## src/rtl/uart_word_packer_pkg.sv

```systemverilog
// -----------------------------------------------------------------------------
// uart_word_packer_pkg
//   Shared definitions for the UART receive word packer and its strobe
//   detector: FSM state encoding, logic level constants, default sizes and
//   the byte-slot mapping helper.
// -----------------------------------------------------------------------------
package uart_word_packer_pkg;

    typedef enum logic [1:0] {
        IDLE = 2'd0,
        LOAD = 2'd1,
        PUSH = 2'd2
    } state_t;

    localparam logic HI = 1'b1;
    localparam logic LO = 1'b0;

    localparam int DEF_DATA_W      = 8;
    localparam int DEF_BYTES       = 8;
    localparam int DEF_TIMEOUT_CYC = 100000;

    // Word slot that receives byte number k of a word.
    // LSB-first fills slot 0 upward; MSB-first fills slot bytes-1 downward.
    function automatic int unsigned slot_of(input int unsigned k,
                                            input int unsigned bytes,
                                            input logic        msb);
        return msb ? (bytes - 1 - k) : k;
    endfunction

endpackage

```

## src/rtl/uart_word_packer_rx_strobe_det.sv

```systemverilog
// -----------------------------------------------------------------------------
// rx_strobe_det
//   Rising-edge detector on the receiver byte-ready level. Produces a
//   one-cycle strobe for each low-to-high transition, so a level held high
//   yields exactly one strobe. Shared with the TX path.
//
//   Ports
//     clk_i    in   1   clock, rising edge
//     rst_i    in   1   asynchronous reset, active-high
//     level_i  in   1   ready level, synchronous to clk_i
//     strb_o   out  1   level_i & ~(level_i delayed one cycle)
// -----------------------------------------------------------------------------
module rx_strobe_det
    import uart_word_packer_pkg::*;
(
    input  logic clk_i,
    input  logic rst_i,
    input  logic level_i,
    output logic strb_o
);

    logic ready_q;

    always_ff @(posedge clk_i or posedge rst_i) begin
        if (rst_i) begin
            ready_q <= LO;
        end else begin
            ready_q <= level_i;
        end
    end

    assign strb_o = level_i & ~ready_q;

endmodule

```

## src/rtl/uart_word_packer.sv

```systemverilog
// -----------------------------------------------------------------------------
// uart_word_packer
//   Packs BYTES consecutive UART receiver bytes into one FIFO word and issues
//   a single-cycle push per word. Supports LSB-first or MSB-first byte order
//   (latched with the first byte of each word), waits indefinitely on
//   fifo_full, flags bytes dropped during that wait (overrun) and, when
//   built with WORD_TIMEOUT_EN defined, discards a partial word after
//   TIMEOUT_CYC idle cycles (timeout_err). Without WORD_TIMEOUT_EN the
//   partial word waits forever and timeout_err_o is tied low.
//
//   Parameters
//     DATA_W       bits per byte
//     BYTES        bytes per word (>= 1)
//     TIMEOUT_CYC  allowed idle cycles between bytes of a word (>= 2)
//
//   Ports
//     sys_clk_i      in   1               clock, rising edge
//     sys_rst_l_i    in   1               asynchronous reset, active-high
//     rec_ready_i    in   1               receiver byte-ready level
//     rec_data_i     in   DATA_W          received byte
//     msb_first_i    in   1               byte order select
//     fifo_full_i    in   1               FIFO back-pressure
//     clr_err_i      in   1               clear sticky flags
//     push_o         out  1               one-cycle FIFO write strobe
//     fifo_data_o    out  BYTES*DATA_W    assembled word
//     byte_cnt_o     out  clog2(BYTES+1)  bytes held in current word
//     busy_o         out  1               FSM not idle
//     overrun_o      out  1               sticky byte-dropped flag
//     timeout_err_o  out  1               sticky partial-word-discarded flag
//
//   FSM
//     state | meaning
//     IDLE  | no bytes held, waiting for byte 0
//     LOAD  | partial word, collecting bytes 1..BYTES-1
//     PUSH  | full word held, pushing when the FIFO has room
// -----------------------------------------------------------------------------
module uart_word_packer
    import uart_word_packer_pkg::*;
#(
    parameter int DATA_W      = DEF_DATA_W,
    parameter int BYTES       = DEF_BYTES,
    parameter int TIMEOUT_CYC = DEF_TIMEOUT_CYC,
    localparam int WORD_W     = BYTES * DATA_W,
    localparam int CNT_W      = $clog2(BYTES + 1)
) (
    input  logic              sys_clk_i,
    input  logic              sys_rst_l_i,
    input  logic              rec_ready_i,
    input  logic [DATA_W-1:0] rec_data_i,
    input  logic              msb_first_i,
    input  logic              fifo_full_i,
    input  logic              clr_err_i,
    output logic              push_o,
    output logic [WORD_W-1:0] fifo_data_o,
    output logic [CNT_W-1:0]  byte_cnt_o,
    output logic              busy_o,
    output logic              overrun_o,
    output logic              timeout_err_o
);

    localparam logic [CNT_W-1:0] LAST_IDX = CNT_W'(BYTES - 1);

    if (BYTES < 1 || TIMEOUT_CYC < 2) begin : g_param_check
        $error("uart_word_packer: BYTES must be >= 1 and TIMEOUT_CYC >= 2");
    end

    state_t              state_q, state_d;
    logic [CNT_W-1:0]    cnt_q, cnt_d;
    logic [WORD_W-1:0]   word_q, word_d;
    logic                msb_lat_q, msb_lat_d;
    logic                overrun_q, overrun_d;

    logic                strb;
    logic                push;
    logic                tmo_hit;

    logic                wr_en;
    logic [CNT_W-1:0]    wr_k;
    logic                wr_msb;
    int unsigned         wr_slot;

    rx_strobe_det u_strobe (
        .clk_i   (sys_clk_i),
        .rst_i   (sys_rst_l_i),
        .level_i (rec_ready_i),
        .strb_o  (strb)
    );

    assign push = (state_q == PUSH) & ~fifo_full_i;

    always_comb begin
        state_d   = state_q;
        cnt_d     = cnt_q;
        msb_lat_d = msb_lat_q;
        overrun_d = overrun_q & ~clr_err_i;
        wr_en     = LO;
        wr_k      = '0;
        wr_msb    = msb_lat_q;

        case (state_q)
            IDLE: begin
                if (strb) begin
                    wr_en     = HI;
                    wr_msb    = msb_first_i;
                    msb_lat_d = msb_first_i;
                    cnt_d     = CNT_W'(1);
                    state_d   = (BYTES == 1) ? PUSH : LOAD;
                end
            end
            LOAD: begin
                if (strb) begin
                    wr_en = HI;
                    wr_k  = cnt_q;
                    cnt_d = cnt_q + CNT_W'(1);
                    if (cnt_q == LAST_IDX) begin
                        state_d = PUSH;
                    end
                end else if (tmo_hit) begin
                    cnt_d   = '0;
                    state_d = IDLE;
                end
            end
            PUSH: begin
                if (fifo_full_i) begin
                    // Word must stay intact while waiting; the byte is lost.
                    if (strb) begin
                        overrun_d = HI;
                    end
                end else if (strb) begin
                    // Pushing now, so the new byte starts the next word.
                    wr_en     = HI;
                    wr_msb    = msb_first_i;
                    msb_lat_d = msb_first_i;
                    cnt_d     = CNT_W'(1);
                    state_d   = (BYTES == 1) ? PUSH : LOAD;
                end else begin
                    cnt_d   = '0;
                    state_d = IDLE;
                end
            end
            default: begin
                cnt_d   = '0;
                state_d = IDLE;
            end
        endcase
    end

    assign wr_slot = slot_of(32'(wr_k), BYTES, wr_msb);

    always_comb begin
        word_d = word_q;
        for (int unsigned s = 0; s < BYTES; s++) begin
            if (wr_en && (wr_slot == s)) begin
                word_d[s*DATA_W +: DATA_W] = rec_data_i;
            end
        end
    end

    always_ff @(posedge sys_clk_i or posedge sys_rst_l_i) begin
        if (sys_rst_l_i) begin
            state_q   <= IDLE;
            cnt_q     <= '0;
            word_q    <= '0;
            msb_lat_q <= LO;
            overrun_q <= LO;
        end else begin
            state_q   <= state_d;
            cnt_q     <= cnt_d;
            word_q    <= word_d;
            msb_lat_q <= msb_lat_d;
            overrun_q <= overrun_d;
        end
    end

`ifdef WORD_TIMEOUT_EN
    localparam int TMO_W = $clog2(TIMEOUT_CYC + 1);
    localparam logic [TMO_W-1:0] TMO_LIM = TMO_W'(TIMEOUT_CYC - 1);

    logic [TMO_W-1:0] tmo_q, tmo_d;
    logic             to_err_q, to_err_d;

    assign tmo_hit = (state_q == LOAD) && (tmo_q == TMO_LIM);

    // Counter runs only while a partial word is held; any byte restarts it.
    always_comb begin
        if (strb || (state_q != LOAD) || tmo_hit) begin
            tmo_d = '0;
        end else begin
            tmo_d = tmo_q + TMO_W'(1);
        end
        // A byte arriving in the timeout cycle is kept, so no error then.
        to_err_d = (to_err_q & ~clr_err_i) | (tmo_hit & ~strb);
    end

    always_ff @(posedge sys_clk_i or posedge sys_rst_l_i) begin
        if (sys_rst_l_i) begin
            tmo_q    <= '0;
            to_err_q <= LO;
        end else begin
            tmo_q    <= tmo_d;
            to_err_q <= to_err_d;
        end
    end

    assign timeout_err_o = to_err_q;
`else
    assign tmo_hit       = LO;
    assign timeout_err_o = LO;
`endif

    assign push_o      = push;
    assign fifo_data_o = word_q;
    assign byte_cnt_o  = cnt_q;
    assign busy_o      = (state_q != IDLE);
    assign overrun_o   = overrun_q;

endmodule
```

## config.mk

```make
export PLATFORM = sky130hd
export DESIGN_NAME = uart_word_packer
export DESIGN_NICKNAME = d
export VERILOG_FILES = /design/src/rtl/uart_word_packer_pkg.sv /design/src/rtl/uart_word_packer_rx_strobe_det.sv /design/src/rtl/uart_word_packer.sv
export SDC_FILE = /design/constraint.sdc
export NUM_CORES = 1
export LEC_CHECK = 0
export BUFFER_PORTS_ARGS = -buffer_cell sky130_fd_sc_hd__buf_2
export CAP_MARGIN = 30
export CORE_UTILIZATION = 30
export DETAILED_ROUTE_END_ITERATION = 16
export GPL_TIMING_DRIVEN = 0
export SLEW_MARGIN = 40
export SYNTH_ARGS = -nofsm -noshare
export SYNTH_HDL_FRONTEND = slang
export SYNTH_SLANG_ARGS = --single-unit
```

## constraint.sdc

```tcl
create_clock -name sys_clk_i -period 2.5 [get_ports sys_clk_i]
set_input_delay 0.125 -clock sys_clk_i [delete_from_list [all_inputs] [get_ports sys_clk_i]]
set_output_delay 0.125 -clock sys_clk_i [all_outputs]
set_load 0.1 [all_outputs]
```

# After elaboration in Yosys (flattened, before gate mapping)
# Index checks and enable logic that the tools add are counted.
# word_totals
regBits,73
input_bits,14
output_inout_bits,72
word_cells,72
# op_classes
add_sub_neg,2
n_eq_ne,14
n_mux,23
n_bitwise,6
reduce_logical,14
# ops
cell,n
$eq A32 B3 Y1 const B,4
$eq A32 B2 Y1 const B,2
$eq A32 B1 Y1 const B,1
$logic_not A32 Y1,1
$mux W32,1
$mux W4,5
$pmux W4 S3,1
$mux W1,9
$logic_and A1 B1 Y1,8
$mux W2,4
$ne A2 B2 Y1 const B,4
$pmux W2 S3,1
$sub A3 B4 Y5 const A,1
$add A4 B1 Y4 const B,1
$eq A4 B3 Y1 const B,1
$pmux W1 S2,2
$reduce_and A4 Y1,1
$and A1 B1 Y1,3
$not A1 Y1,3
$reduce_and A3 Y1,1
$eq A2 B1 Y1 const B,1
$eq A2 B2 Y1 const B,1
$logic_not A2 Y1,1
$reduce_bool A2 Y1,1
$reduce_or A2 Y1,1

# Logic depth before layout (Yosys ltp)
# logic_depth
word_depth,8
mapped_depth,7
mapped_depth_nobuf,5

# Cells and area by module
# From an unflattened synthesis, not the netlist that was laid out.
# hier_totals
hier_cells,205
hier_area_um2,3078.0
# by_module_without_submodules
module,n_inst,cells_each,area_each_um2,seq_area_each_um2
uart_word_packer,1,202,3035.4,1801.7
rx_strobe_det,1,3,42.5,25.0

# Worst setup path before layout
# Ideal clock, no wire load.
# synth_timing
kind,reg2reg
start,reg cnt_q[3] (netlist: byte_cnt_o[3])
end,reg word_q[16] (netlist: fifo_data_o[16])
setup_time_ns,0.125
arrival_time_ns,2.404
required_ns,2.375
setup_slack_ns,-0.030
stages_incl_launch_ff,6
n_path_buf,0
period_less_slack_ns,2.530
cell_sequence,dfrtp_1 > a21oi_1 > o221ai_2 > nor3_4 > o22ai_4 > mux2_4
# synth_via
elab_chain_len,6
# synth_lines
element,line_no,rtl
from (decl),uart_word_packer.sv:68,"logic [CNT_W-1:0] cnt_q, cnt_d;"
from (signal assigned),uart_word_packer.sv:168,cnt_q <= cnt_d;
$mux W4 *,uart_word_packer.sv:111,if (strb) begin
$mux W4 *,uart_word_packer.sv:100,case (state_q)
$sub A3 B4 Y5,uart_word_packer_pkg.sv:27,return msb ? (bytes - 1 - k) : k;
$mux W32 *,uart_word_packer_pkg.sv:27,
$eq A32 B2 Y1 *,uart_word_packer.sv:153,if (wr_en && (wr_slot == s)) begin
$logic_and A1 B1 Y1 *,uart_word_packer.sv:153,
to (signal assigned),uart_word_packer.sv:169,word_q <= word_d;
to (decl),uart_word_packer.sv:69,"logic [WORD_W-1:0] word_q, word_d;"
# Mark *: on every way between the ends. The rest lies on a longest branch, timed or not.
# A chain may end at the register's enable or synchronous reset.

# Final worst setup path
# layout_timing
start,reg state_q[0]
end,reg word_q[3] (netlist: fifo_data_o[3])
# layout_via
elab_chain_len,6
elab_cells_between_ends,11
cone_classes,add/sub (1); eq/ne (2); mux (4); reduce/logical (4)
# layout_lines
element,line_no,rtl
from (decl),uart_word_packer.sv:67,"state_t state_q, state_d;"
from (signal assigned),uart_word_packer.sv:167,state_q <= state_d;
$eq A2 B1 Y1,uart_word_packer.sv:100,
$mux W4,uart_word_packer.sv:100,
$sub A3 B4 Y5,uart_word_packer_pkg.sv:27,
$mux W32,uart_word_packer_pkg.sv:27,
$logic_not A32 Y1,uart_word_packer.sv:153,
$logic_and A1 B1 Y1 *,uart_word_packer.sv:153,
# Marks and branches as above.

==> results.py <==
metrics = {
    "status": {
        "status": "finished, final reports clean",
    },
    "worst_hold_path": {
        "hold_path_class": "input port to flip-flop",
        "min_from": "fifo_full_i",
        "min_path_cells": 2,
    },
    "global_routing": {
        "grt_start_max_net_pins": 57,
        "grt_pass1_wl_um": 12900,
        "gr-total-overflow": 0,
        "grt_pass1_vias": 2273,
        "grt.total_usage_pct": 13.7,
        "grt_antenna_before_repair": 0,
    },
    "setup_path": {
        "rr_worst_depth": 5,
        "crit-reg2reg-launch": "state_q[0]",
        "cp_data_arrival_time_ps": 2540,
        "path_class": "flip-flop to flip-flop",
        "r2r_slack_ps": 180,
        "critPathLaunchType": "flip-flop",
        "endpoint_kind": "flip-flop",
        "critPathMaxStageDelay_ps": 470,
        "critPathMaxFanout": 8,
        "crit_chain": "nor3b_4 > a21bo_2 > a21oi_1 > o22ai_4 > mux2_4",
        "critical_path_required_ps": 2720,
        "worstSetupStartpoint": "state_q[0]",
        "cp_slowest_cell": "dfrtp_1",
    },
    "drt": {
        "drt_pass1_iterations": 2,
        "drc": 0,
        "drt_iter0_drc": 123,
        "wl_per_cell_um": 16.6,
        "ant_nets": 0,
        "wl_um": 7740,
        "dr_total_vias": 2193,
        "via_per_inst": 4.70,
    },
    "sta": {
        "fmax_mhz": 431,
        "finalHoldViolCount": 0,
        "worst_slew_pin_slew_ps": 546,
        "rsz0062_at_grt": "no",
        "whs_ps": 126,
        "finClkSkew_ps": 6.04,
        "slew_headroom_pct": 63.6,
        "min_period_ps": 2320,
        "final_max_slew_viol_count": 0,
        "finalSetupViolCount": 0,
        "finalCritPeriodShare_pct": 92.8,
    },
    "synthesis": {
        "syn_area_per_cell_um2": 16.0,
        "yosysWarningCount": 0,
        "synthesis.area_um2": 3530,
        "ys_types": 44,
        "ys_async_sr_fraction_pct": 100,
        "synth_cells": 220,
        "ys_seq_elements": 73,
        "synth_edf_count": 0,
        "synth_nets": 235,
        "synth_flop_cell": "dfrtp_1",
        "ys_seq_area_share_pct": 51.8,
    },
    "placement": {
        "place.gp.congestion": 0.764,
        "dpl.hpwl_um": 5510,
        "placement.io_buffers": 84,
        "place_inst": 448,
    },
    "cells_and_area": {
        "layout_common_cells": "buf_2, dfrtp_1, mux2_4",
        "fillers": 1103,
        "instances_no_fill": 467,
        "area_delta_synth_final_pct": 27.4,
        "final_nets": 334,
        "antennaDiodeCount": 0,
        "drive_gt1_share_pct": 59.0,
        "postLayoutCoreUtil_pct": 39.3,
        "final_common_cell": "buf_2",
    },
    "clock_network": {
        "path_clk_slew_ps": 60,
        "clk_latency_ps": 330,
        "htreeDepth": 3,
        "cts_tree": "done",
        "clock_sinks": 73,
        "cts_resized": 0,
        "cts_buffers": 9,
        "root_buffer": "clkbuf_16",
        "cts_max_path_buffers": 2,
    },
    "floorplan": {
        "die_w_um": 110,
        "fp-row-count": 39,
        "die_height_um": 110,
        "ios": 86,
        "core_um2": 11400,
        "die_area_um2": 12200,
        "initial_core_util_pct": 30.9,
    },
    "run": {
        "drv_cap": 0,
    },
}
-- layer usage --
metal | part of all wire, % | GRT usage, % | up-vias
met1 | 47 | 18.2 | 1126
met5 | 0 | 0 | -
met2 | 48 | 21.2 | 42
met3 | 3.4 | 3.90 | 9
met4 | 1.7 | 5.33 | 0
li1 | - | - | 1016
-- timing repair --
item,in CTS,in global routing
hold buffers,3,0
hold endpoints to repair,19,0
setup buffers,0,0
-- worst paths after layout --
path                                   end
min reg2reg                fifo_data_o[25]
min in group asynchronous    byte_cnt_o[0]
max                         fifo_data_o[3]
min                             state_q[0]
max in group asynchronous  fifo_data_o[37]
max reg2reg                 fifo_data_o[3]
-- through the flow --
step / setup TNS [ps] / setup slack [ps] / instance area [um^2]
after floorplan: 0 / 16.9 / 3530
after global placement: -31560 / -653 / 4130
after detailed placement: 0 / 189 / 4160
after CTS: 0 / 166 / 4490
after global routing: 0 / 53.1 / 4490
final: 0 / 181 / 4490
-- cells by family (layout without fill, tap and decap cells) --
logic type	Yosys count	after routing	synth area share (%)
compound gates	33	33	11.2
xor+xnor	1	1	0.248
fa+ha+maj	1	1	0.355
buf+inv	10	114	1.56
flops	73	73	51.8
mux	64	64	26.4
other cells	1	1	0.106
simple gates	37	37	8.27
-- worst max-delay path, delay by kind of cell (launching register included) --
family,cells,cell delay [ps]
AO/OA/AOI/OAI,3,1010
flip-flops,1,470
AND/OR/NAND/NOR,1,360
multiplexers,1,350
-- Yosys cell counts, drive strengths merged, types with 2 or more instances --
cell	count	area [um^2]
o22ai	10	173
mux2	64	931
buf	5	36.3
a21oi	9	67.6
inv	3	11.3
nand2	11	48.8
dfrtp	73	1830
and3	2	12.5
nand2b	2	12.5
nor2	4	15.0
nor4b	2	47.6
clkbuf	2	7.51
nor3	5	57.6
o21ai	5	25.0
nand3	4	25.0
-- state kept, by name, indices dropped and copies added (netlist names) --
signal	flops
u_strobe.ready_q	1
msb_lat_q	1
overrun_o	1
byte_cnt_o	4
state_q	2
fifo_data_o	64
-- area by class of cell --
type	count	area, um^2	share of cell area, %
Buffer	7	43.8	0.975
Clock buffer	9	225	5.01
Clock inverter	7	77.6	1.73
Inverter	3	16.3	0.362
Multi-Input combinational cell	137	1640	36.6
Sequential cell	73	1830	40.7
Tap cell	143	179	3.98
Timing Repair Buffer	88	478	10.6
Power is left out: the tool's default activity adds up to more than one toggle a clock period on the data nets, which glitch-free logic cannot reach.
